$ cat config.mk
export PLATFORM = sky130hd
export DESIGN_NAME = spi_master_68k
export DESIGN_NICKNAME = d
export VERILOG_FILES = /design/src/rtl/spi_master_68k_pkg.sv /design/src/rtl/spi_byte_fifo.sv /design/src/rtl/spi_master_68k.sv
export SDC_FILE = /design/constraint.sdc
export NUM_CORES = 1
export LEC_CHECK = 0
export BUFFER_PORTS_ARGS = -buffer_cell sky130_fd_sc_hd__buf_2
export CORE_MARGIN = 5
export CORE_UTILIZATION = 60
export CTS_CLUSTER_DIAMETER = 120
export DETAILED_ROUTE_END_ITERATION = 10
export GPL_TIMING_DRIVEN = 1
export PLACE_DENSITY = 0.78
export SETUP_SLACK_MARGIN = 0.1
export SLEW_MARGIN = 20
export SYNTH_ARGS = -nofsm -noshare
export SYNTH_HDL_FRONTEND = slang
export SYNTH_SLANG_ARGS = --single-unit
$ cat constraint.sdc
create_clock -name Clk -period 3.8 [get_ports Clk]
set_input_delay 0.95 -clock Clk [delete_from_list [all_inputs] [get_ports Clk]]
set_output_delay 0.95 -clock Clk [all_outputs]
set_load 0.03 [all_outputs]
$ cat src/rtl/spi_master_68k_pkg.sv
// Shared definitions for the 68k SPI master: register offsets, bit positions, FSM states.
// Latency: none (constants only).
// Backpressure: not applicable.
package spi_master_68k_pkg;

  // Register offsets on CPU Address[3:1]
  localparam logic [2:0] REG_CTRL = 3'd0;
  localparam logic [2:0] REG_STAT = 3'd1;
  localparam logic [2:0] REG_DATA = 3'd2;
  localparam logic [2:0] REG_DIV  = 3'd3;
  localparam logic [2:0] REG_CS   = 3'd4;

  // CTRL bit positions
  localparam int CTRL_IE   = 7;
  localparam int CTRL_EN   = 6;
  localparam int CTRL_CPOL = 3;
  localparam int CTRL_CPHA = 2;

  // STAT bit positions
  localparam int STAT_SPIF    = 7;
  localparam int STAT_WCOL    = 6;
  localparam int STAT_OVR     = 5;
  localparam int STAT_TXFULL  = 3;
  localparam int STAT_TXEMPTY = 2;
  localparam int STAT_RXFULL  = 1;
  localparam int STAT_RXEMPTY = 0;

  // Transfer FSM states
  typedef logic [1:0] state_t;
  localparam state_t ST_IDLE  = 2'd0;
  localparam state_t ST_LOAD  = 2'd1;
  localparam state_t ST_SHIFT = 2'd2;
  localparam state_t ST_DONE  = 2'd3;

endpackage

$ cat src/rtl/spi_byte_fifo.sv
// Byte FIFO with synchronous flush, used for both SPI TX and RX queues.
// Latency: a pushed byte is visible at rdata the cycle after the push.
// Backpressure: push while full and pop while empty are ignored; caller checks full/empty.
module spi_byte_fifo #(
  parameter int DEPTH = 4
) (
  input  logic                     clk,
  input  logic                     rst_n,
  input  logic                     flush,
  input  logic                     push,
  input  logic [7:0]               wdata,
  input  logic                     pop,
  output logic [7:0]               rdata,
  output logic                     full,
  output logic                     empty,
  output logic [$clog2(DEPTH):0]   count
);

  localparam int AW = $clog2(DEPTH);

  logic [7:0]    mem [DEPTH];
  logic [AW-1:0] wr_ptr;
  logic [AW-1:0] rd_ptr;
  logic [AW:0]   cnt;
  logic          do_push;
  logic          do_pop;

  assign full    = (cnt == (AW+1)'(DEPTH));
  assign empty   = (cnt == '0);
  assign count   = cnt;
  assign rdata   = mem[rd_ptr];
  assign do_push = push & ~full;
  assign do_pop  = pop & ~empty;

  // Pointers and occupancy; simultaneous push and pop leave the count unchanged
  always_ff @(posedge clk or negedge rst_n) begin
    if (!rst_n) begin
      wr_ptr <= '0;
      rd_ptr <= '0;
      cnt    <= '0;
    end else if (flush) begin
      wr_ptr <= '0;
      rd_ptr <= '0;
      cnt    <= '0;
    end else begin
      if (do_push) wr_ptr <= wr_ptr + AW'(1);
      if (do_pop)  rd_ptr <= rd_ptr + AW'(1);
      cnt <= cnt + {{AW{1'b0}}, do_push} - {{AW{1'b0}}, do_pop};
    end
  end

  // Storage array, written only on an accepted push
  always_ff @(posedge clk) begin
    if (do_push) mem[wr_ptr] <= wdata;
  end

endmodule

$ cat src/rtl/spi_master_68k.sv
// Byte-wide SPI master on the 68k I/O bus with 4-deep TX/RX FIFOs and active-low IRQ.
// Latency: one byte takes 16*(DIV+1)+2 Clk from LOAD entry to DONE exit; IRQ_L is registered.
// Backpressure: DATA write with TX full is dropped (WCOL); received byte with RX full is dropped (OVR).
module spi_master_68k
  import spi_master_68k_pkg::*;
#(
  parameter int FIFO_DEPTH = 4,
  parameter int CS_WIDTH   = 8
) (
  input  logic                Clk,
  input  logic                Reset_L,
  input  logic                SPI_Enable_H,
  input  logic                WE_L,
  input  logic [2:0]          Address,
  input  logic [7:0]          DataIn,
  output logic [7:0]          DataOut,
  output logic                IRQ_L,
  output logic                SPI_SCLK,
  output logic                SPI_MOSI,
  input  logic                SPI_MISO,
  output logic [CS_WIDTH-1:0] SPI_CS_L
);

  localparam int CW = $clog2(FIFO_DEPTH) + 1;

  logic          en_q, strobe, wr, rd, wr_data, rd_data, wr_stat;
  logic          ctrl_ie, ctrl_en, ctrl_cpol, ctrl_cpha;
  logic [7:0]    div_reg;
  logic [CS_WIDTH-1:0] cs_reg;
  logic          spif, wcol, ovr, irq_l;
  logic [7:0]    rx_hold, rx_head, stat_vec;
  state_t        state;
  logic          cpol_q, cpha_q;
  logic [7:0]    div_q, hcnt, sr;
  logic [3:0]    ecnt;
  logic          sclk, mosi, abort, done_ok;
  logic          tx_push, tx_pop, tx_full, tx_empty;
  logic          rx_push, rx_full, rx_empty;
  logic [7:0]    tx_rdata, rx_rdata;
  logic [CW-1:0] tx_count, rx_count;

  assign strobe   = SPI_Enable_H & ~en_q;
  assign wr       = strobe & ~WE_L;
  assign rd       = strobe & WE_L;
  assign wr_data  = wr & (Address == REG_DATA);
  assign wr_stat  = wr & (Address == REG_STAT);
  assign rd_data  = rd & (Address == REG_DATA);
  assign abort    = ~ctrl_en & (state != ST_IDLE);
  assign done_ok  = (state == ST_DONE) & ~abort;
  assign tx_push  = wr_data & ~tx_full;
  assign tx_pop   = (state == ST_LOAD) & ~abort;
  assign rx_push  = done_ok & ~rx_full;
  assign rx_head  = rx_empty ? 8'h00 : rx_rdata;

  assign SPI_SCLK = sclk;
  assign SPI_MOSI = mosi;
  assign SPI_CS_L = ~cs_reg;
  assign IRQ_L    = irq_l;

  spi_byte_fifo #(.DEPTH(FIFO_DEPTH)) u_tx_fifo (
    .clk(Clk), .rst_n(Reset_L), .flush(abort),
    .push(tx_push), .wdata(DataIn), .pop(tx_pop), .rdata(tx_rdata),
    .full(tx_full), .empty(tx_empty), .count(tx_count)
  );

  spi_byte_fifo #(.DEPTH(FIFO_DEPTH)) u_rx_fifo (
    .clk(Clk), .rst_n(Reset_L), .flush(abort),
    .push(rx_push), .wdata(sr), .pop(rd_data), .rdata(rx_rdata),
    .full(rx_full), .empty(rx_empty), .count(rx_count)
  );

  // Bus-side registers, sticky status flags (set beats write-1-clear) and registered IRQ
  always_ff @(posedge Clk or negedge Reset_L) begin
    if (!Reset_L) begin
      en_q      <= 1'b0;
      ctrl_ie   <= 1'b0;
      ctrl_en   <= 1'b0;
      ctrl_cpol <= 1'b0;
      ctrl_cpha <= 1'b0;
      div_reg   <= 8'h00;
      cs_reg    <= '0;
      spif      <= 1'b0;
      wcol      <= 1'b0;
      ovr       <= 1'b0;
      irq_l     <= 1'b1;
      rx_hold   <= 8'h00;
    end else begin
      en_q <= SPI_Enable_H;
      if (wr && Address == REG_CTRL) begin
        ctrl_ie   <= DataIn[CTRL_IE];
        ctrl_en   <= DataIn[CTRL_EN];
        ctrl_cpol <= DataIn[CTRL_CPOL];
        ctrl_cpha <= DataIn[CTRL_CPHA];
      end
      if (wr && Address == REG_DIV) div_reg <= DataIn;
      if (wr && Address == REG_CS)  cs_reg  <= DataIn[CS_WIDTH-1:0];
      spif  <= (spif & ~(wr_stat & DataIn[STAT_SPIF])) | done_ok;
      wcol  <= (wcol & ~(wr_stat & DataIn[STAT_WCOL])) | (wr_data & tx_full);
      ovr   <= (ovr  & ~(wr_stat & DataIn[STAT_OVR]))
               | (done_ok & (rx_count == CW'(FIFO_DEPTH)));
      irq_l <= ~(ctrl_ie & (spif | ovr));
      // Hold the popped byte so DataOut stays stable for the rest of the bus cycle
      if (rd_data) rx_hold <= rx_head;
    end
  end

  // Read mux: combinational while the decoder enable is high, zero otherwise
  always_comb begin
    stat_vec               = 8'h00;
    stat_vec[STAT_SPIF]    = spif;
    stat_vec[STAT_WCOL]    = wcol;
    stat_vec[STAT_OVR]     = ovr;
    stat_vec[STAT_TXFULL]  = tx_full;
    stat_vec[STAT_TXEMPTY] = tx_empty;
    stat_vec[STAT_RXFULL]  = rx_full;
    stat_vec[STAT_RXEMPTY] = rx_empty;
    DataOut = 8'h00;
    if (SPI_Enable_H) begin
      case (Address)
        REG_CTRL: DataOut = {ctrl_ie, ctrl_en, 2'b00, ctrl_cpol, ctrl_cpha, 2'b00};
        REG_STAT: DataOut = stat_vec;
        REG_DATA: DataOut = strobe ? rx_head : rx_hold;
        REG_DIV:  DataOut = div_reg;
        REG_CS:   DataOut = 8'(cs_reg);
        default:  DataOut = 8'h00;
      endcase
    end
  end

  // Transfer FSM: a single shift register both sends (MSB out) and receives (LSB in)
  always_ff @(posedge Clk or negedge Reset_L) begin
    if (!Reset_L) begin
      state  <= ST_IDLE;
      sclk   <= 1'b0;
      mosi   <= 1'b1;
      cpol_q <= 1'b0;
      cpha_q <= 1'b0;
      div_q  <= 8'h00;
      hcnt   <= 8'h00;
      ecnt   <= 4'h0;
      sr     <= 8'h00;
    end else if (abort) begin
      state <= ST_IDLE;
      sclk  <= ctrl_cpol;
      mosi  <= 1'b1;
    end else begin
      case (state)
        ST_IDLE: begin
          sclk <= ctrl_cpol;
          mosi <= 1'b1;
          if (ctrl_en && tx_count != '0) state <= ST_LOAD;
        end
        ST_LOAD: begin
          // Mode bits and divider are frozen here for the whole byte
          sr     <= tx_rdata;
          cpol_q <= ctrl_cpol;
          cpha_q <= ctrl_cpha;
          div_q  <= div_reg;
          hcnt   <= div_reg;
          ecnt   <= 4'h0;
          sclk   <= ctrl_cpol;
          mosi   <= ctrl_cpha ? 1'b1 : tx_rdata[7];
          state  <= ST_SHIFT;
        end
        ST_SHIFT: begin
          if (hcnt == 8'h00) begin
            hcnt <= div_q;
            sclk <= ~sclk;
            ecnt <= ecnt + 4'd1;
            // Even edges are leading; CPHA picks whether leading edges sample or drive
            if (~ecnt[0] ^ cpha_q) sr <= {sr[6:0], SPI_MISO};
            else                   mosi <= (ecnt == 4'd15) ? 1'b1 : sr[7];
            if (ecnt == 4'd15) state <= ST_DONE;
          end else begin
            hcnt <= hcnt - 8'd1;
          end
        end
        default: begin
          sclk  <= cpol_q;
          mosi  <= 1'b1;
          state <= (tx_count != '0) ? ST_LOAD : ST_IDLE;
        end
      endcase
    end
  end

endmodule
==> impl_metrics.py, run 1 <==
metrics = {
    "worst_setup_path": {
        "worstReg2RegStart": "state[0]",
        "path_class": "input port to output pin",
        "rrSetupSlack_ns": 0.76,
        "path_max_fanout": 12,
        "cp.required_ns": 2.85,
        "endpoint_kind": "output pin",
        "worstSetupStartpointType": "input port",
        "reg2reg_to": "u_tx_fifo.count[2]",
        "rr_worst_depth": 14,
        "cp_data_arrival_time_ns": 2.54,
    },
    "global_route": {
        "grt_max_degree": 82,
        "gr-total-overflow": 0,
        "met2_usage_pct": 35.6,
        "use_met1_pct": 32.0,
        "busiest_layer": "met2",
        "gr-usage-met3_pct": 6.34,
        "grt_pass1_wl_mm": 25.2,
        "antenna_found_initial": 0,
        "grt_pass1_vias": 4614,
        "grt_use_total_pct": 23.4,
    },
    "detailed_routing": {
        "via_count": 4593,
        "antenna_left": 0,
        "drt_iter0_drc": 582,
        "drt-pass1-iter-count": 5,
        "drc": 0,
        "viasPerCell": 6.33,
        "finalWirelength_mm": 15.5,
        "wl_per_cell_um": 21.4,
    },
    "run": {
        "max_cap_violations": 0,
    },
    "clock_tree": {
        "ctsHoldBuffers": 0,
        "root_buffer": "clkbuf_16",
        "h-tree-depth": 4,
        "clkLatencyLatePin_ns": 0.42,
        "postCtsResizedCells": 0,
        "clock-sinks": 145,
        "cts_tree": "built",
        "cts_buffer_depth": 2,
        "numCtsBuffers": 17,
        "postCtsSetupRepairBufs": 0,
        "path_clk_slew_ns": 0.05,
    },
    "sta": {
        "finalSetupViolations": 0,
        "holdWs_ns": 0.507,
        "fin_tns_setup_ns": 0,
        "hold_viol_final": 0,
        "slew_viol_final": 0,
        "fmax_ghz": 0.287,
        "fin_crit_sh_pct": 91.8,
        "min_period_ns": 3.49,
        "slew_headroom_pct": 41.5,
        "fin_skew_ns": 0.00832,
        "setup_ws_ns": 0.310,
        "worst_pin_slew_ns": 0.877,
        "rsz0062_at_grt": "no",
    },
    "placed_design": {
        "dp_hpwl_mm": 10.9,
        "place_congestion": 0.957,
        "place_ws_ns": 0.300,
        "port_buffers": 34,
        "postPlaceCellArea_mm2": 0.00720,
    },
    "floorplan": {
        "core_region_area_mm2": 0.0114,
        "row_count": 39,
        "die_y_um": 118,
        "start_util_pct": 61.2,
        "dieArea_mm2": 0.0138,
        "die_w_um": 118,
        "ioPinCount": 35,
    },
    "hold_path": {
        "holdPathEnd": "div_q[1]",
        "hp-class": "register to register",
        "min_path_cells": 1,
        "hp-start": "div_q[1]",
    },
    "yosys": {
        "ys_types": 60,
        "synth_top_family_by_area": "multiplexers",
        "synth-simple-area-share_pct": 11.0,
        "synth_warnings": 0,
        "syn_area_mm2": 0.00696,
        "synthCells": 540,
        "synth_compound_area_share_pct": 10.2,
        "synth_fp_nets": 578,
        "syn_area_per_cell_um2": 12.9,
        "async_flop_share_pct": 55.9,
        "synthAdderAreaFrac_pct": 4.17,
        "synthXorXnorAreaFrac_pct": 1.51,
        "seq_area_frac_synth_pct": 56.8,
        "synth-edff-count": 64,
        "synthMuxAreaShare_pct": 12.6,
        "synth_flop_cell": "dfrtp_1",
        "ys_seq_elements": 145,
    },
    "finish": {
        "final_nets": 608,
        "layout-drive-gt1-share_pct": 24.9,
        "area_delta_synth_final_pct": 12.5,
        "fin_area_mm2": 0.00783,
        "diodes": 0,
        "reg_top3": "u_rx_fifo.mem x32, u_tx_fifo.mem x32",
    },
    "pwr": {
        "leakagePower_uw": 0.00311,
        "ir_worst_vdd_uv": 636,
        "power_uw": 5490,
        "powerDensity_mw_per_mm2": 702,
    },
    "run_status": {
        "run_status": "finished, final reports clean",
    },
}
[placed cells by master, fill, tap and decap left out, drive strengths merged, types with 4 or more instances in the layout]
master  synthesis  final
nor3            8      8
a41oi           8      8
mux4           16     16
bufinv          0      4
ha             20     20
nor2           29     29
xor2            6      6
clkbuf         20     18
a31oi           8      8
o21ai          15     15
inv            25     27
nor3b           8      8
clkinv          1      7
xnor2           6      6
or2             6      6
a22o            5      5
a21oi          19     19
mux2           38     38
nor2b           4      4
o31ai           5      5
buf            10     41
and2           18     18
a22oi          10     10
or3             4      4
dfrtp          79     79
a222oi          4      4
nand2          47     47
nand3           9      9
edfxtp         64     64
o211ai          5      5
mux2i           9      9
[where the power goes]
group	internal (µW)	switching [µW]
registers	1950	324
clock network	1100	640
logic	597	883
[Yosys cell counts (all sizes together), types with 3 or more instances]
cell type | instances | area (µm²)
nor2b | 4 | 25.0
a31oi | 8 | 50.1
ha | 20 | 250
nor4b | 3 | 32.5
a41oi | 8 | 85.1
nor2 | 29 | 111
xnor2 | 6 | 52.6
clkbuf | 20 | 85.1
dfrtp | 79 | 1980
nand2 | 47 | 179
buf | 10 | 73.8
xor2 | 6 | 52.6
mux2 | 38 | 428
inv | 25 | 93.8
or3 | 4 | 25.0
nand3 | 9 | 45.0
and2 | 18 | 113
a22o | 5 | 43.8
o21ai | 15 | 75.1
nor3b | 8 | 60.1
or2 | 6 | 37.5
o211ai | 5 | 37.5
a222oi | 4 | 40.0
a22oi | 10 | 75.1
edfxtp | 64 | 1920
a21oi | 19 | 103
mux4 | 16 | 360
nor3 | 8 | 45.0
o31ai | 5 | 51.3
a32o | 3 | 30.0
mux2i | 9 | 90.1
a2bb2oi | 3 | 26.3
[area by class of cell]
| cell class | instances | area [µm²] |
|---|---|---|
| Sequential cell | 145 | 3950 |
| Fill cell | 780 | 3540 |
| Multi-Input combinational cell | 339 | 2750 |
| Clock buffer | 18 | 429 |
| Timing Repair Buffer | 41 | 229 |
| Clock inverter | 14 | 188 |
| Tap cell | 143 | 179 |
| Inverter | 26 | 97.6 |
[worst max-delay path by stage]
stage	slack, ns	startpoint	endpoint
2_1_floorplan	0.39	Address[2]	DataOut[3]
3_3_place_gp	0.35	Address[1]	DataOut[1]
3_5_place_dp	0.30	Address[1]	DataOut[1]
4_1_cts	0.30	Address[1]	DataOut[1]
5_1_grt	0.23	Address[1]	DataOut[0]
6_report	0.31	Address[0]	DataOut[5]
[layer usage]
| layer | vias up | routed length (µm) | share of wire, % |
|---|---|---|---|
| met5 | - | 0 | 0 |
| met4 | 0 | 415 | 2.7 |
| met3 | 34 | 983 | 6.3 |
| met2 | 175 | 7490 | 48 |
| met1 | 2318 | 6660 | 43 |
| li1 | 2066 | - | - |
[cells by family (layout without fill, tap and decap cells)]
kind of cell | count (synthesis) | count (layout)
adder cells (fa/ha/maj) | 22 | 22
XOR/XNOR | 12 | 12
buffers and inverters | 56 | 99
AND/OR/NAND/NOR | 146 | 146
flip-flops | 145 | 145
AO/OA/AOI/OAI | 96 | 96
multiplexers | 63 | 63
[critical path, stage by stage]
cell	delay, ns
buf_2	0.20
nor2b_1	0.46
and2_1	0.37
a2bb2oi_1	0.15
a31oi_1	0.18
buf_2	0.22
[stage by stage]
step	util, %	cells
2_1_floorplan	-	540
3_3_place_gp	63.3	694
3_5_place_dp	63.3	694
4_1_cts	68.8	726
5_1_grt	68.8	726
6_report	68.8	726
No activity file was read; power rests on OpenSTA's default activity.
==> run 2: changes to the inputs <==
MAX_ROUTING_LAYER = met4   (was unset)
==> run 2 against run 1 <==
Sequential share of layout area rose by 0.50 points; sequential power about the same; die area unchanged; routed wire length is 2.5% lower; global-route usage up 0.32 points; flip-flop and latch count is the same; final cell count fell by 0.14%; clock skew barely moved; setup slack got worse by 0.010 ns; critical path depth unchanged; critical endpoint is now DataOut[2]; highest routed layer unchanged.
==> impl_metrics.py, run 2 (synthesis results as in run 1) <==
metrics = {
    "global_route": {
        "grt_pass1_wl_mm": 24.8,
        "gr-total-overflow": 0,
        "antenna_found_initial": 0,
        "grt_pass1_vias": 4594,
        "grt_use_total_pct": 23.7,
        "grt_max_degree": 82,
    },
    "detailed_routing": {
        "viasPerCell": 6.30,
        "wl_per_cell_um": 20.9,
        "antenna_left": 0,
        "drt_iter0_drc": 531,
        "via_count": 4564,
        "drc": 0,
        "drt-pass1-iter-count": 5,
        "finalWirelength_mm": 15.2,
    },
    "sta": {
        "holdWs_ns": 0.499,
        "fmax_ghz": 0.286,
        "slew_headroom_pct": 38.1,
        "fin_crit_sh_pct": 92.1,
        "fin_tns_setup_ns": 0,
        "hold_viol_final": 0,
        "setup_ws_ns": 0.300,
        "fin_skew_ns": 0.00865,
        "min_period_ns": 3.50,
        "slew_viol_final": 0,
        "rsz0062_at_grt": "no",
        "finalSetupViolations": 0,
        "worst_pin_slew_ns": 0.926,
    },
    "worst_setup_path": {
        "worstSetupStartpointType": "input port",
        "rrSetupSlack_ns": 0.96,
        "cp_cell_sequence": "buf_2, nor2b_1, and2_1, a222oi_1, a31oi_1, buf_2",
        "worstReg2RegStart": "state[1]",
        "cpMostUsedCell": "buf_2",
        "path_class": "input port to output pin",
        "reg2reg_to": "u_tx_fifo.count[2]",
        "critPathMaxStageDelay_ns": 0.46,
        "cp_data_arrival_time_ns": 2.55,
        "cp.required_ns": 2.85,
        "path_max_fanout": 12,
        "endpoint_kind": "output pin",
        "cpMaxStageDelayCell": "nor2b_1",
        "rr_worst_depth": 13,
    },
    "floorplan": {
        "die_y_um": 118,
        "ioPinCount": 35,
        "start_util_pct": 61.2,
        "row_count": 39,
        "core_region_area_mm2": 0.0114,
        "dieArea_mm2": 0.0138,
        "die_w_um": 118,
    },
    "finish": {
        "layout-drive-gt1-share_pct": 24.4,
        "mostFrequentLayoutCell": "dfrtp_1",
        "diodes": 0,
        "final_nets": 607,
        "final_util_pct": 68.2,
        "area_delta_synth_final_pct": 11.4,
        "reg_top3": "u_rx_fifo.mem x32, u_tx_fifo.mem x32",
        "layout_common_cells": "dfrtp_1, edfxtp_1, nand2_1",
    },
    "clock_tree": {
        "clkLatencyLatePin_ns": 0.43,
        "path_clk_slew_ns": 0.06,
        "cts_tree": "built",
        "h-tree-depth": 4,
        "ctsHoldBuffers": 0,
        "clock-sinks": 145,
        "cts_buffer_depth": 2,
        "root_buffer": "clkbuf_16",
        "numCtsBuffers": 17,
    },
    "run_status": {
        "run_status": "finished, final reports clean",
    },
    "placed_design": {
        "place_ws_ns": 0.221,
        "place_congestion": 0.967,
        "port_buffers": 34,
        "dp_hpwl_mm": 10.8,
    },
    "pwr": {
        "leakagePower_uw": 0.00307,
        "ir_worst_vdd_uv": 512,
        "powerDensity_mw_per_mm2": 684,
    },
    "hold_path": {
        "min_path_cells": 1,
        "hp-start": "wcol",
        "hp-class": "register to register",
        "holdPathEnd": "wcol",
    },
    "run": {
        "max_cap_violations": 0,
    },
}
[run 2: worst max-delay path, delay by kind of cell]
| family | cells | cell delay (ns) |
|---|---|---|
| AOI/OAI and AO/OA | 2 | 0.33 |
| buffers and inverters | 2 | 0.44 |
| and+or+nand+nor | 2 | 0.83 |
[run 2: worst max-delay path by stage]
stage | startpoint | end | slack [ns] | cells past startpoint
finish | Address[0] | DataOut[2] | 0.30 | 6
global route | Address[0] | DataOut[2] | 0.16 | 6
CTS | Address[1] | DataOut[0] | 0.27 | 6
detailed placement | Address[1] | u_rx_fifo.count[2] | 0.22 | 11
global placement | Address[1] | DataOut[0] | 0.34 | 6
floorplan | Address[2] | DataOut[3] | 0.39 | 5
[run 2: through the flow]
step	total power (µW)	instance area, µm²	std cells
2_1_floorplan	3330	6960	540
3_3_place_gp	3660	7190	693
3_5_place_dp	3740	7190	693
4_1_cts	5290	7740	725
5_1_grt	5560	7750	725
6_report	5300	7750	725
[run 2: where the power goes]
part	internal, µW	switching, µW
clock	907	648
sequential	1950	315
combinational	592	884
total	3450	1850
[run 2: repair_timing]
item / CTS / global route
gates resized for setup: 0 / 1
buffers inserted: 0 / 0
setup endpoints to repair: 0 / 1
[run 2: final cells by class]
type                       count  area, µm²
clock buffer                  21        440
clock inverter                11        108
fill                         811       3620
timing repair buffer          40        221
inverter                      26       97.6
tap                          143        179
sequential                   145       3950
multi-input combinational    339       2750
[run 2: metal layers]
layer	vias to the layer above	track usage, %	part of all wire (%)
met2	193	34.2	47
met1	2275	32.3	43
met4	0	8.46	2.6
li1	2059	-	-
met5	-	-	0
met3	37	7.11	7.3
